===== src/rtl/seg7_scan_driver.sv =====
// seg7_scan_driver: multiplexed hex display driver for common-anode/cathode
// 7-segment banks. A shadow register collects loads at any time. Its contents
// reach the display registers only at the start of a frame, so a frame never
// shows a mix of two values. A short all-dark gap between digits hides ghosting
// from slow anode drivers.
module seg7_scan_driver #(
  parameter int NUM_DIGITS  = 4,
  parameter int SCAN_DIV    = 50000,
  parameter int GAP_CYCLES  = 500,
  parameter bit SEG_ACT_LOW = 1'b1,
  parameter bit AN_ACT_LOW  = 1'b1
) (
  input  logic                    clk,
  input  logic                    reset,
  input  logic                    load,
  input  logic [4*NUM_DIGITS-1:0] value,
  input  logic [NUM_DIGITS-1:0]   blank_mask,
  input  logic [NUM_DIGITS-1:0]   dp_in,
  input  logic                    lz_suppress,
  output logic [6:0]              segs,
  output logic                    dp,
  output logic [NUM_DIGITS-1:0]   an,
  output logic                    frame_start
);

  localparam int IDX_W   = (NUM_DIGITS > 1) ? $clog2(NUM_DIGITS) : 1;
  localparam int CNT_MAX = (SCAN_DIV > GAP_CYCLES) ? SCAN_DIV : GAP_CYCLES;
  localparam int CNT_W   = (CNT_MAX > 1) ? $clog2(CNT_MAX) : 1;

  localparam logic [CNT_W-1:0] SCAN_LAST = CNT_W'(SCAN_DIV - 1);
  localparam logic [CNT_W-1:0] GAP_LAST  = CNT_W'((GAP_CYCLES > 0) ? GAP_CYCLES - 1 : 0);
  localparam logic [IDX_W-1:0] IDX_LAST  = IDX_W'(NUM_DIGITS - 1);

  // Output codes for "everything dark", which depend on pin polarity.
  localparam logic [6:0]            SEG_OFF = {7{SEG_ACT_LOW}};
  localparam logic [NUM_DIGITS-1:0] AN_OFF  = {NUM_DIGITS{AN_ACT_LOW}};

  typedef enum logic {
    ST_ON,
    ST_GAP
  } state_t;

  // The value, blanking and decimal points for one frame, kept together.
  typedef struct packed {
    logic [4*NUM_DIGITS-1:0] value;
    logic [NUM_DIGITS-1:0]   blank;
    logic [NUM_DIGITS-1:0]   dp;
  } frame_t;

  // Glyph table in active-low form, with bit 0 = segment a.
  function automatic logic [6:0] glyph_low(input logic [3:0] nib);
    logic [6:0] g;
    case (nib)
      4'h0: g = 7'h40;
      4'h1: g = 7'h79;
      4'h2: g = 7'h24;
      4'h3: g = 7'h30;
      4'h4: g = 7'h19;
      4'h5: g = 7'h12;
      4'h6: g = 7'h02;
      4'h7: g = 7'h78;
      4'h8: g = 7'h00;
      4'h9: g = 7'h10;
      4'hA: g = 7'h08;
      4'hB: g = 7'h03;
      4'hC: g = 7'h46;
      4'hD: g = 7'h21;
      4'hE: g = 7'h06;
      default: g = 7'h0E;
    endcase
    return g;
  endfunction

  state_t            state_q, state_d;
  logic [IDX_W-1:0]  idx_q, idx_d, idx_next;
  logic [CNT_W-1:0]  cnt_q, cnt_d;
  frame_t            shadow_q, shadow_d;
  frame_t            disp_q, disp_d;
  logic [6:0]        segs_q, segs_d;
  logic              dp_q, dp_d;
  logic [NUM_DIGITS-1:0] an_q, an_d;
  logic              frame_start_q, frame_start_d;

  logic              enter_on;
  logic              frame_edge;
  logic [3:0]        digit_sel;
  logic              dark_sel;
  logic              dp_sel;
  logic              zero_run;
  logic [NUM_DIGITS-1:0] an_on;

  // Work out the scan sequence, frame-boundary capture and the output values for the next cycle.
  always_comb begin
    // NOTE: every variable gets a default first, so no path through the block can leave one unassigned and infer a latch.
    state_d   = state_q;
    idx_d     = idx_q;
    cnt_d     = cnt_q + CNT_W'(1);
    enter_on  = 1'b0;
    idx_next  = (idx_q == IDX_LAST) ? '0 : idx_q + 1'b1;

    case (state_q)
      ST_GAP: begin
        if (cnt_q == GAP_LAST) begin
          state_d  = ST_ON;
          idx_d    = idx_next;
          cnt_d    = '0;
          enter_on = 1'b1;
        end
      end
      default: begin
        if (cnt_q == SCAN_LAST) begin
          cnt_d = '0;
          if (GAP_CYCLES == 0) begin
            idx_d    = idx_next;
            enter_on = 1'b1;
          end else begin
            state_d = ST_GAP;
          end
        end
      end
    endcase

    frame_edge = enter_on && (idx_d == '0);

    // A load in the same cycle as the boundary goes straight into that frame.
    shadow_d = shadow_q;
    if (load) begin
      shadow_d.value = value;
      shadow_d.blank = blank_mask;
      shadow_d.dp    = dp_in;
    end
    disp_d = frame_edge ? shadow_d : disp_q;

    // Walk from the most significant digit down, tracking whether everything above is zero.
    digit_sel = 4'h0;
    dark_sel  = 1'b0;
    dp_sel    = 1'b0;
    zero_run  = 1'b1;
    an_on     = '0;
    for (int i = NUM_DIGITS - 1; i >= 0; i--) begin
      zero_run = zero_run & (disp_d.value[4*i +: 4] == 4'h0);
      an_on[i] = (state_d == ST_ON) && (idx_d == IDX_W'(i));
      if (idx_d == IDX_W'(i)) begin
        digit_sel = disp_d.value[4*i +: 4];
        dark_sel  = disp_d.blank[i] | (lz_suppress & zero_run & (i != 0));
        dp_sel    = disp_d.dp[i];
      end
    end

    segs_d        = SEG_OFF;
    if ((state_d == ST_ON) && !dark_sel) segs_d = glyph_low(digit_sel) ^ ~SEG_OFF;
    dp_d          = ((state_d == ST_ON) & dp_sel) ^ SEG_ACT_LOW;
    an_d          = an_on ^ AN_OFF;
    frame_start_d = frame_edge;
  end

  // Scan state, frame registers and all pin drivers update together on each clock edge.
  always_ff @(posedge clk) begin
    // NOTE: non-blocking assignments keep every register reading the pre-edge values, whatever the statement order.
    if (reset) begin
      state_q       <= ST_GAP;
      idx_q         <= IDX_LAST;
      cnt_q         <= '0;
      // NOTE: both frame registers are cleared so that the first frame after reset shows a known zero value.
      shadow_q      <= '0;
      disp_q        <= '0;
      segs_q        <= SEG_OFF;
      dp_q          <= SEG_ACT_LOW;
      an_q          <= AN_OFF;
      frame_start_q <= 1'b0;
    end else begin
      state_q       <= state_d;
      idx_q         <= idx_d;
      cnt_q         <= cnt_d;
      shadow_q      <= shadow_d;
      disp_q        <= disp_d;
      segs_q        <= segs_d;
      dp_q          <= dp_d;
      an_q          <= an_d;
      frame_start_q <= frame_start_d;
    end
  end

  assign segs        = segs_q;
  assign dp          = dp_q;
  assign an          = an_q;
  assign frame_start = frame_start_q;

endmodule


===== config.mk =====
export PLATFORM = sky130hd
export DESIGN_NAME = seg7_scan_driver
export DESIGN_NICKNAME = d
export VERILOG_FILES = /design/src/rtl/seg7_scan_driver.sv
export SDC_FILE = /design/constraint.sdc
export NUM_CORES = 1
export LEC_CHECK = 0
export ABC_AREA = 1
export BUFFER_PORTS_ARGS = -buffer_cell sky130_fd_sc_hd__buf_2
export CAP_MARGIN = 40
export CORE_ASPECT_RATIO = 2
export CORE_UTILIZATION = 50
export CTS_CLUSTER_DIAMETER = 60
export DETAILED_ROUTE_END_ITERATION = 16
export GPL_TIMING_DRIVEN = 0
export MAX_ROUTING_LAYER = met4
export PLACE_DENSITY = 0.73
export SLEW_MARGIN = 10
export SYNTH_ARGS = -nofsm -noshare
export SYNTH_HDL_FRONTEND = slang
export SYNTH_SLANG_ARGS = --single-unit

===== constraint.sdc =====
create_clock -name clk -period 2.6 [get_ports clk]
set_clock_uncertainty 0.1 [all_clocks]
set_input_delay 0 -clock clk [delete_from_list [all_inputs] [get_ports clk]]
set_output_delay 0 -clock clk [all_outputs]
set_load 0.02 [all_outputs]

Yosys cells after proc, flatten, opt, wreduce, memory -nomap -nowiden
Memories as Yosys holds them, arrays and structs flattened. A register that Yosys moved wholly into a read port is not among the register bits.
Cells that the tools add are included.
W data, S select, Z words.
{ "word_totals": {"inputBits": 28, "mem_bits_ro": 112, "mem_count": 1, "regBits": 73} }
{ "mem_list": {"columns": ["name", "depth", "word_bits", "read_ports", "rd_clocked_by_memory_dff", "write_ports", "line_no", "text"], "rows": [
  ["(no name shown)", 16, 7, 1, 1, 0, "53", "case (nib)"]
]} }
{ "op_classes": {"eq_ne": 6, "n_reduce_logical": 12, "n_addsub": 2, "muxes": 25, "bitwise_logic": 13} }
{ "ops": {"columns": ["cell", "n"], "rows": [
  ["$mux W16", 3],
  ["$mux W24", 2],
  ["$add A16 B1 Y16 const B", 1],
  ["$eq A16 B16 Y1 const B", 1],
  ["$eq A16 B9 Y1 const B", 1],
  ["$mux W4", 4],
  ["$mux W1", 13],
  ["$logic_not A4 Y1", 3],
  ["$and A1 B1 Y1", 6],
  ["$eq A2 B2 Y1 const B", 3],
  ["$logic_and A1 B1 Y1", 6],
  ["$mux W2", 3],
  ["$not A4 Y4", 1],
  ["$not A1 Y1", 3],
  ["$or A1 B1 Y1", 3],
  ["$add A2 B1 Y2 const B", 1],
  ["$eq A2 B1 Y1 const B", 1],
  ["$logic_not A2 Y1", 1],
  ["$reduce_or A2 Y1", 1],
  ["$logic_not A1 Y1", 1]
]} }

Longest topological paths before layout
Gate-level depths: netlist of the first run.
{ "logic_depth": {"depth_word": 18, "depth_mapped": 22} }

Worst setup path before layout of the first run
OpenSTA, ideal clock, no wires.
{ "synth_timing": {"path_type": "flip-flop to flip-flop", "start": "register cnt_q[0]", "end": "register segs_q[0] (netlist: segs[0])", "setup_ns": 0.117, "synth_period_minus_slack_ns": 2.595, "required_ns": 2.383, "arrival_time_ns": 2.378, "path_slack_ns": 0.005, "n_path_buf": 1, "path_stages_with_launch": 23, "path_cell_list": "dfxtp_1 > ha_1 > inv_1 > nor2_1 > nand2_1 > nor2_4 > nand3_4 > nand2_1 > nand2_2 > nor2_8 > buf_6 > nand2_1 > o21ai_1 > nand2_1 > nand2_2 > inv_1 > ha_1 > nand2_1 > o21ai_0 > nand2_1 > nand2_1 > inv_1 > nand2_1"} }
{ "synth_via": {"elab_chain_cells": 17, "elab_cells_between_ends": 39, "cone_classes": "eq/ne: 5; mux: 16; bitwise: 10; reduce/logical: 8"} }
{ "synth_rtl": {"columns": ["element", "line_no", "text"], "rows": [
  ["start, declared", "76", "logic [CNT_W-1:0] cnt_q, cnt_d;"],
  ["start signal, assigned", "174", "cnt_q <= cnt_d;"],
  ["$eq A16 B9 Y1", "103", "if (cnt_q == GAP_LAST) begin"],
  ["$mux W2", "103", null],
  ["$mux W2", "101", "case (state_q)"],
  ["$logic_not A2 Y1", "123, 143", null],
  ["$logic_and A1 B1 Y1", "123", "frame_edge = enter_on && (idx_d == '0);"],
  ["$mux W24", "132", "disp_d = frame_edge ? shadow_d : disp_q;"],
  ["$logic_not A4 Y1", "141", "zero_run = zero_run & (disp_d.value[4*i +: 4] == 4'h0);"],
  ["$and A1 B1 Y1 (on tied branches)", "145, 141", null],
  ["$or A1 B1 Y1 (tied with other cells)", "145", "dark_sel = disp_d.blank[i] | (lz_suppress & zero_run & (i != 0));"],
  ["$mux W1 (tied with other cells)", "143", "if (idx_d == IDX_W'(i)) begin"],
  ["$mux W1 / $or A1 B1 Y1 (equally long branches)", "143, 145", null],
  ["$mux W1 (2 in series)", "143", null],
  ["$logic_not A1 Y1", "151", "if ((state_d == ST_ON) && !dark_sel) segs_d = glyph_low(digit_sel) ^ ~SEG_OFF;"],
  ["$logic_and A1 B1 Y1", "151", null],
  ["$not A1 Y1 (no source line)", null, null],
  ["$reduce_or A2 Y1 (no source line)", null, null],
  ["end, declared", "79", "logic [6:0] segs_q, segs_d;"]
]} }
Several ways; a longest one is shown, not always the timed one.
A chain may end at the register's enable or synchronous reset.

Worst setup path in the final report of the first run
{ "layout_timing": {"start": "register cnt_q[0]", "end": "register segs_q[3] (netlist: segs[3])"} }
The elaborated chain is that of the path after synthesis.

==> impl_metrics.env, run 1 <==
export IMPL_synth_largest_area_cell="dfxtp_1"
export IMPL_clk_latency_ps=340
export IMPL_clockBufferDepth=2
export IMPL_multi_input_area_um2=1920
export IMPL_grt_pass1_vias=3281
export IMPL_finalCriticalPeriod_ps=2860
export IMPL_antenna_found_initial=0
export IMPL_yosysUniqueCellTypes=36
export IMPL_clock_sinks=80
export IMPL_synth_main_ff_cell="dfxtp_1"
export IMPL_place_congestion=0.942
export IMPL_dpl_hpwl_mm=5.84
export IMPL_vias=3394
export IMPL_routed_via_density=4.98
export IMPL_holdWs_ps=60.1
export IMPL_setup_slack_ps=-261
export IMPL_cts_buffers=9
export IMPL_place_ws_ps=-384
export IMPL_violations="setup timing"
export IMPL_initial_core_util_pct=51.8
export IMPL_drt_iter0_markers=199
export IMPL_min_period_over_period_pct=110
export IMPL_fillers=565
export IMPL_cts_tree="yes"
export IMPL_avgRoutedWirePerCell_um=13.3
export IMPL_syn_to_final_growth_pct=35.5
export IMPL_relSlewSlack_pct=60.8
export IMPL_root_buffer="clkbuf_16"
export IMPL_ys_warn_count=0
export IMPL_synth_seq_cells=80
export IMPL_dp_cells=614
export IMPL_finalWirelength_mm=9.04
export IMPL_final_antenna_net_count=0
export IMPL_setup_viol=7
export IMPL_critical_path_arrival_ps=3050
export IMPL_finalCoreUtilization_pct=70.2
export IMPL_worstSetupPathType="reg -> reg"
export IMPL_synth_nets=521
export IMPL_drc=0
export IMPL_rsz0062_at_grt="true"
export IMPL_max_freq_ghz=0.350
export IMPL_maxCapViolCount=0
export IMPL_gr_total_overflow=0
export IMPL_hold_start="load"
export IMPL_synth_area_leaders="dfxtp_1 44%, nand2_1 12%, nor2_1 8.6%, mux2i_1 6.1%, inv_1 5.1%"
export IMPL_track_usage_pct=25.1
export IMPL_p_leak_nw=2.21
export IMPL_cp_max_fo=5
export IMPL_synth_edf_count=0
export IMPL_ff2ff_setup_slack_ps=-260
export IMPL_worst_pin_slew_ps=588
export IMPL_cp_required_ps=2780
export IMPL_async_reset_ff_share_pct=0
export IMPL_grt_max_degree=13
export IMPL_coreArea_um2=6990
export IMPL_drive_gt1_share_pct=24.4
export IMPL_avgSynthCellArea_um2=7.46
export IMPL_timing_hold_violations_final=0
export IMPL_placed_area_um2=3930
export IMPL_synth_seq_area_share_pct=44.2
export IMPL_n_antenna_cell=0
export IMPL_ir_worst_vdd_mv=0.461
export IMPL_synth_top_cell_area_share_pct=44.2
export IMPL_fin_area_um2=4910
export IMPL_syn_area_um2=3620
export IMPL_reg2reg_from="cnt_q[0]"
export IMPL_die_x_um=62.2
export IMPL_htreeDepth=3
export IMPL_final_max_slew_viol_count=0
export IMPL_critPathLaunch="cnt_q[0]"
export IMPL_ios=41
export IMPL_netlist_instances=486
export IMPL_layout_cells_non_filler=681
export IMPL_cts_clk_slew_worst_paths_ps=60
export IMPL_hp_class="in -> reg"
export IMPL_die_area_um2=7610
export IMPL_critPathLaunchType="flip-flop"
export IMPL_regArea_um2=1600
export IMPL_port_buffer_count=38
export IMPL_status="complete, but fails checks"
export IMPL_die_height_um=122
export IMPL_nNetsFinal=621
export IMPL_worst_setup_path_end_kind="flip-flop"
export IMPL_rows=43
export IMPL_grt_pass1_wl_mm=14.2
export IMPL_first_pass_iters=5
export IMPL_powerDensity_nw_per_um2=557
## metrics by stage
| stage | setup TNS, ps | power (mW) |
|---|---|---|
| after floorplan | 0 | 1.36 |
| after global placement | -2000 | 1.39 |
| after detailed placement | -2360 | 1.40 |
| after CTS | -845 | 2.74 |
| after global routing | -2010 | 2.82 |
| final | -1210 | 2.73 |
## where the power goes
group | total, mW | switching [mW] | internal, mW
logic | 0.150 | 0.0744 | 0.0754
clock network | 1.32 | 0.476 | 0.847
registers | 1.26 | 0.0101 | 1.25
## sequential cells by signal (all words and copies together), names as in the netlist
| name | cells |
|---|---|
| shadow_q | 24 |
| state_q | 1 |
| idx_q | 2 |
| cnt_q | 16 |
| an | 4 |
| dp | 1 |
| frame_start | 1 |
| disp_q | 24 |
| segs | 7 |
## what timing repair did
item	4_1_cts	5_1_grt
buffers inserted	14	12
hold buffers	25	0
resized for setup	29	35
pin swaps	17	22
cloned	0	0
hold endpoints to repair	37	0
endpoints found under the setup margin	8	8
## layout make-up
class / instances / area share (%)
Multi-Input combinational cell: 336 / 39.1
Sequential cell: 80 / 32.7
Buffer: 16 / 2.11
Clock inverter: 2 / 0.713
Tap cell: 90 / 2.29
Clock buffer: 14 / 5.78
Inverter: 54 / 4.23
Timing Repair Buffer: 89 / 13.1
## worst max-delay path: stages (launching register included)
cell and delay, ps:
dfxtp_2 350, ha_4 150, inv_4 30, nor2_4 70, nand2_2 60, nor2_4 160
nand3_4 130, nor2_4 200, inv_4 90, nor2_8 160, buf_6 130, nand2_4 50
o21ai_4 90, nor2_4 50, nor3_4 320, ha_4 260, o211ai_1 240, nand2_1 80
nand2_1 70
## routing by layer
layer / global-route usage, % / vias to the layer above / wire (µm)
li1: - / 1726 / -
met1: 21.5 / 1548 / 3240
met2: 49.0 / 80 / 5050
met3: 4.74 / 40 / 311
met4: 14.8 / 0 / 443
met5: - / - / 0
## final timing paths
kind / end / cells past startpoint
setup / recovery: segs[3] / 18
hold / removal: shadow_q[10] / 3
setup reg to reg: segs[3] / 18
hold reg to reg: shadow_q[1] / 2
## cell usage after synthesis, types with 2 or more instances
master and count:
a21oi_1 5, buf_2 4, buf_4 2, clkbuf_1 9, dfxtp_1 80, ha_1 7, inv_1 49, inv_2 4
mux2i_1 22, nand2_1 117, nand2_2 6, nand3_1 33, nand3b_1 2, nand4_1 4, nor2_1 83, nor2_2 3
nor2_4 3, nor3_1 5, nor3b_1 4, nor4_1 3, o21ai_0 15, o21ai_1 6, o21ai_2 3, xnor2_1 2
xor2_1 4
## cells by family after synthesis
| kind of cell | share of synthesized area (%) |
|---|---|
| compound gates | 5.56 |
| mux | 6.08 |
| buf+inv | 7.80 |
| xor+xnor | 1.45 |
| simple gates | 32.5 |
| fa+ha+maj | 2.42 |
| flops | 44.2 |
## cell usage in the layout (no fill, tap or decap), types with 5 or more instances in the layout
master	instances
nand2_1	108
nor2_1	79
dfxtp_1	78
inv_1	44
buf_2	40
nand3_1	30
buf_4	25
dlygate4sd3_1	25
mux2i_1	22
nand2_2	12
o21ai_0	12
clkbuf_1	9
clkbuf_16	9
buf_6	7
inv_2	7
nor2_4	6
o21ai_2	5
nor3_1	5
o21ai_1	5
Note: power is estimated with default switching activity, not from simulation.
==> run 2, diff against run 1 <==
- RECOVER_POWER: unset -> 50
==> run 2 against run 1 <==
Compared with the run above: the run still ends with setup timing left; setup slack improved by 7.5 ps; clock power barely moved; routed wire length is essentially flat; sequential share of layout area up 0.11 points; core utilization fell by 0.23 points; critical path type unchanged; highest routed layer unchanged.
==> impl_metrics.env, run 2 (synthesis gave the netlist of run 1 again) <==
export IMPL_ir_worst_vdd_mv=0.461
export IMPL_placed_area_um2=3930
export IMPL_relSlewSlack_pct=60.7
export IMPL_critical_path_arrival_ps=3040
export IMPL_crit_top_cell="nor2_4"
export IMPL_min_period_over_period_pct=110
export IMPL_dpl_hpwl_mm=5.84
export IMPL_fin_area_um2=4900
export IMPL_place_congestion=0.942
export IMPL_layout_commonest_cell="nand2_1"
export IMPL_coreArea_um2=6990
export IMPL_avgRoutedWirePerCell_um=13.3
export IMPL_rows=43
export IMPL_cts_buffers=9
export IMPL_regArea_um2=1600
export IMPL_port_buffer_count=38
export IMPL_top_regs="disp_q x24, shadow_q x24, cnt_q x16"
export IMPL_cp_max_fo=5
export IMPL_grt_max_degree=13
export IMPL_multi_input_area_um2=1920
export IMPL_timing_hold_violations_final=0
export IMPL_die_x_um=62.2
export IMPL_first_pass_iters=4
export IMPL_clk_latency_ps=340
export IMPL_p_leak_nw=2.19
export IMPL_status="complete, but fails checks"
export IMPL_cts_tree="yes"
export IMPL_setup_viol=7
export IMPL_root_buffer="clkbuf_16"
export IMPL_drive_gt1_share_pct=22.2
export IMPL_clockBufferDepth=2
export IMPL_critPathLaunchType="flip-flop"
export IMPL_finalCriticalPeriod_ps=2850
export IMPL_violations="setup timing"
export IMPL_htreeDepth=3
export IMPL_gr_total_overflow=0
export IMPL_ff2ff_setup_slack_ps=-250
export IMPL_final_cell_mix="108 x nand2_1, 79 x nor2_1, 78 x dfxtp_1, 44 x inv_1, 30 x nand3_1"
export IMPL_n_antenna_cell=0
export IMPL_fillers=565
export IMPL_cp_required_ps=2790
export IMPL_final_max_slew_viol_count=0
export IMPL_setup_slack_ps=-254
export IMPL_vias=3382
export IMPL_worstPathCellList="ha_4 -> inv_4 -> nor2_4 -> nand2_2 -> nor2_4 -> nand3_4 -> nor2_4 -> inv_4 -> nor2_8 -> buf_6 -> nand2_4 -> o21ai_4 -> nor2_4 -> nor3_4 -> ha_4 -> o211ai_1 -> nand2_1 -> nand2_1"
export IMPL_powerDensity_nw_per_um2=558
export IMPL_finalWirelength_mm=9.05
export IMPL_clock_sinks=80
export IMPL_hp_class="in -> reg"
export IMPL_ios=41
export IMPL_track_usage_pct=25.1
export IMPL_initial_core_util_pct=51.8
export IMPL_syn_to_final_growth_pct=35.1
export IMPL_worst_setup_path_end_kind="flip-flop"
export IMPL_cts_clk_slew_worst_paths_ps=60
export IMPL_grt_pass1_vias=3281
export IMPL_worstSetupPathType="reg -> reg"
export IMPL_die_area_um2=7610
export IMPL_final_antenna_net_count=0
export IMPL_worst_path_max_delay_cell="dfxtp_2"
export IMPL_drt_iter0_markers=211
export IMPL_die_height_um=122
export IMPL_cpPeakStageDelay_ps=350
export IMPL_grt_pass1_wl_mm=14.2
export IMPL_worst_pin_slew_ps=589
export IMPL_max_freq_ghz=0.350
export IMPL_finalCoreUtilization_pct=70.0
export IMPL_nNetsFinal=621
export IMPL_maxCapViolCount=0
export IMPL_antenna_found_initial=0
export IMPL_rsz0062_at_grt="true"
export IMPL_drc=0
export IMPL_routed_via_density=4.97
-- run 2: cell types whose count changed in the layout (fill, tap and decap cells not counted), sizes merged --
| cell | change |
|---|---|
| clkbuf | +13 |
| buf | -13 |
-- run 2: final timing paths --
| check | cells after the start | to | from |
|---|---|---|---|
| setup / recovery | 18 | segs[3] | cnt_q[0] |
| hold / removal | 3 | shadow_q[10] | load |
| setup reg to reg | 18 | segs[3] | cnt_q[0] |
| hold reg to reg | 2 | shadow_q[1] | shadow_q[1] |
-- run 2: layout make-up --
type	count	area share, %
well taps	90	2.30
flip-flops and latches	80	32.8
clock buffers	14	5.80
inverters	54	4.24
clock inverters	2	0.716
plain buffers	16	2.12
multi-input cells	336	39.3
repair buffers	89	12.8
-- run 2: repair_timing --
item / 4_1_cts / 5_1_grt
buffers inserted: 14 / 12
hold buffers: 25 / 0
pin swaps: 17 / 22
resized for setup: 29 / 35
endpoints found under the hold margin: 37 / 0
endpoints found under the setup margin: 8 / 8
-- run 2: stage by stage --
stage          hold WS, ps  std cells  setup WS, ps  TNS, ps  total power [mW]
4_1_cts               69.2        669          -129     -845              2.74
2_1_floorplan         66.7        486          5.20        0              1.36
5_1_grt                104        681          -349    -2010              2.82
3_3_place_gp           159        614          -334    -2000              1.39
6_report              59.4        681          -254    -1160              2.73
3_5_place_dp           169        614          -384    -2360              1.40
-- run 2: worst max-delay path, delay by kind of cell, from the launching register on --
kind | cells | cell delay [ps]
flip-flops | 1 | 350
buffers and inverters | 3 | 250
AND/OR/NAND/NOR | 11 | 1330
AO/OA/AOI/OAI | 2 | 330
adder cells (fa/ha/maj) | 2 | 410
-- run 2: power by group --
group | leakage, nW | switching, mW | internal, mW
Sequential | 0.651 | 0.0101 | 1.25
Clock | 0.159 | 0.473 | 0.846
Combinational | 1.38 | 0.0744 | 0.0754
Total | 2.19 | 0.558 | 2.17
-- run 2: layer usage --
layer / vias up / share of wire, % / track usage [%]
met2: 78 / 56 / 49.0
met4: 0 / 4.8 / 14.8
met3: 37 / 3.3 / 4.74
met1: 1544 / 36 / 21.5
li1: 1723 / - / -
met5: - / 0 / -
==> run 3, diff against run 2 <==
- CELL_PAD_IN_SITES_DETAIL_PLACEMENT: unset -> 0
- CELL_PAD_IN_SITES_GLOBAL_PLACEMENT: unset -> 2
- CORE_UTILIZATION: 50 -> 30
- HOLD_SLACK_MARGIN: unset -> 0.06
- PLACE_DENSITY: 0.73 -> unset
- PLACE_DENSITY_LB_ADDON: unset -> 0.1
==> run 3 against run 2 <==
Compared with the run above: the flow still finishes with violations (setup timing); non-clock buffer count rose by 12; largest power group unchanged; sequential power is essentially flat; highest routed layer unchanged; sequential share of layout area decreased by 2.0 points; critical endpoint unchanged; design area rose by 6.6%; die area rose by 65%; global-route usage shrank 7.1 points; largest cell class unchanged.
==> impl_metrics.env, run 3 (synthesis gave the netlist of run 1 again) <==
export IMPL_p_leak_nw=2.28
export IMPL_antenna_found_initial=0
export IMPL_holdPathStages=3
export IMPL_finalWirelength_mm=10.2
export IMPL_die_area_um2=12600
export IMPL_track_usage_pct=18.0
export IMPL_worst_setup_path_end_kind="flip-flop"
export IMPL_cts_tree="yes"
export IMPL_drc=0
export IMPL_htreeDepth=3
export IMPL_reg2reg_from="cnt_q[0]"
export IMPL_ff2ff_setup_slack_ps=-110
export IMPL_min_period_over_period_pct=104
export IMPL_place_congestion=0.815
export IMPL_violations="setup timing"
export IMPL_setup_viol=7
export IMPL_critical_path_arrival_ps=2890
export IMPL_tns_ps=-386
export IMPL_grt_pass1_wl_mm=16.1
export IMPL_clockBufferDepth=2
export IMPL_final_cell_mix="96 x nand2_1, 78 x dfxtp_1, 77 x nor2_1, 45 x inv_1, 32 x buf_4"
export IMPL_reg2reg_to="segs[3]"
export IMPL_worst_path_max_delay_cell="dfxtp_2"
export IMPL_drive_gt1_share_pct=27.4
export IMPL_ff2ff_path_depth=17
export IMPL_final_antenna_net_count=0
export IMPL_grt_max_degree=15
export IMPL_grt_pass1_vias=3245
export IMPL_nNetsFinal=633
export IMPL_worstPathCellList="ha_4 -> inv_2 -> nor2_4 -> nand2_2 -> nor2_4 -> buf_4 -> nand4_1 -> nand2_1 -> buf_6 -> nand3_2 -> nand2_4 -> o21ai_4 -> nor3_4 -> ha_4 -> o211ai_1 -> nand2_1 -> nand2_1"
export IMPL_cts_buffers=9
export IMPL_hp_class="in -> reg"
export IMPL_status="complete, but fails checks"
export IMPL_powerDensity_nw_per_um2=550
export IMPL_coreArea_um2=11800
export IMPL_clock_sinks=80
export IMPL_cp_max_fo=4
export IMPL_finalCoreUtilization_pct=44.4
export IMPL_relSlewSlack_pct=60.9
export IMPL_layout_commonest_cell="nand2_1"
export IMPL_first_pass_iters=4
export IMPL_drt_iter0_markers=113
export IMPL_syn_to_final_growth_pct=44.0
export IMPL_timing_hold_violations_final=0
export IMPL_die_height_um=157
export IMPL_holdWs_ps=129
export IMPL_gr_total_overflow=0
export IMPL_hold_start="load"
export IMPL_worst_pin_slew_ps=586
export IMPL_rsz0062_at_grt="true"
export IMPL_rows=56
export IMPL_initial_core_util_pct=30.8
export IMPL_finalCriticalPeriod_ps=2710
export IMPL_dpl_hpwl_mm=7.40
export IMPL_final_max_slew_viol_count=0
export IMPL_ir_worst_vdd_mv=0.411
export IMPL_routed_via_density=4.44
export IMPL_p_total_mw=2.87
export IMPL_clk_latency_ps=340
export IMPL_max_freq_ghz=0.370
export IMPL_ios=41
export IMPL_cpPeakStageDelay_ps=350
export IMPL_n_antenna_cell=0
export IMPL_port_buffer_count=38
export IMPL_hold_path_endpoint="shadow_q[10]"
export IMPL_avgRoutedWirePerCell_um=13.7
export IMPL_cp_required_ps=2780
export IMPL_die_x_um=79.7
export IMPL_cts_clk_slew_worst_paths_ps=60
export IMPL_critPathLaunchType="flip-flop"
export IMPL_vias=3324
export IMPL_setup_slack_ps=-106
export IMPL_maxCapViolCount=0
export IMPL_worstSetupPathType="reg -> reg"
export IMPL_crit_top_cell="nand2_1"
export IMPL_top_regs="disp_q x24, shadow_q x24, cnt_q x16"
export IMPL_root_buffer="clkbuf_16"
## run 3: changes by cell type in the layout (fill, tap and decap cells not counted), moves of 3 or more
cell	previous run	this run
buf_4	25	32
clkbuf_8	4	1
nand2_1	108	96
nand2_2	12	19
nand2_4	4	9
nand3_1	30	27
## run 3: metal layers
layer	GRT usage [%]	up-vias	part of all wire, %
met5	-	-	0
met4	7.53	0	2.0
met3	2.61	13	2.0
met2	35.5	41	58
met1	16.4	1513	38
li1	-	1757	-
## run 3: timing repair
action,CTS,global route
hold buffers,25,0
hold endpoints to repair,45,0
setup endpoints to repair,8,9
cloned,1,0
gates resized for setup,62,38
setup buffers,25,13
pin swaps,28,29
## run 3: cell type report
class,instances,area [µm²]
fillers,1230,6550
multi-input cells,336,2020
flip-flops and latches,80,1600
repair buffers,102,763
clock buffers,9,225
inverters,54,205
well taps,145,181
clock inverters,7,120
plain buffers,15,98.8
## run 3: worst max path at each step
stage,from,to,slack [ps],depth (start not counted)
3_3_place_gp,cnt_q[0],segs[0],-520,22
6_report,cnt_q[0],segs[3],-110,17
3_5_place_dp,cnt_q[0],segs[2],-520,20
4_1_cts,cnt_q[1],segs[2],-150,20
5_1_grt,cnt_q[0],segs[0],-270,20
2_1_floorplan,cnt_q[0],segs[0],5,22
## run 3: worst max-delay path: cells and delay by family (launching register included)
| kind | cells | cell delay (ps) |
|---|---|---|
| AO/OA/AOI/OAI | 2 | 240 |
| adder cells (fa/ha/maj) | 2 | 400 |
| AND/OR/NAND/NOR | 10 | 1200 |
| buffers and inverters | 3 | 330 |
| flip-flops | 1 | 350 |
## run 3: metrics by stage
stage          cells  area, µm²  setup WS, ps
2_1_floorplan    486       3620          5.20
3_3_place_gp     669       4000          -521
3_5_place_dp     669       4000          -524
4_1_cts          736       5050          -146
5_1_grt          748       5220          -267
6_report         748       5220          -106
## run 3: power by group
group | leakage, nW | switching, mW | internal [mW]
Combinational | 1.47 | 0.0771 | 0.0742
Sequential | 0.651 | 0.00932 | 1.25
Clock | 0.166 | 0.520 | 0.939
Total | 2.28 | 0.606 | 2.27
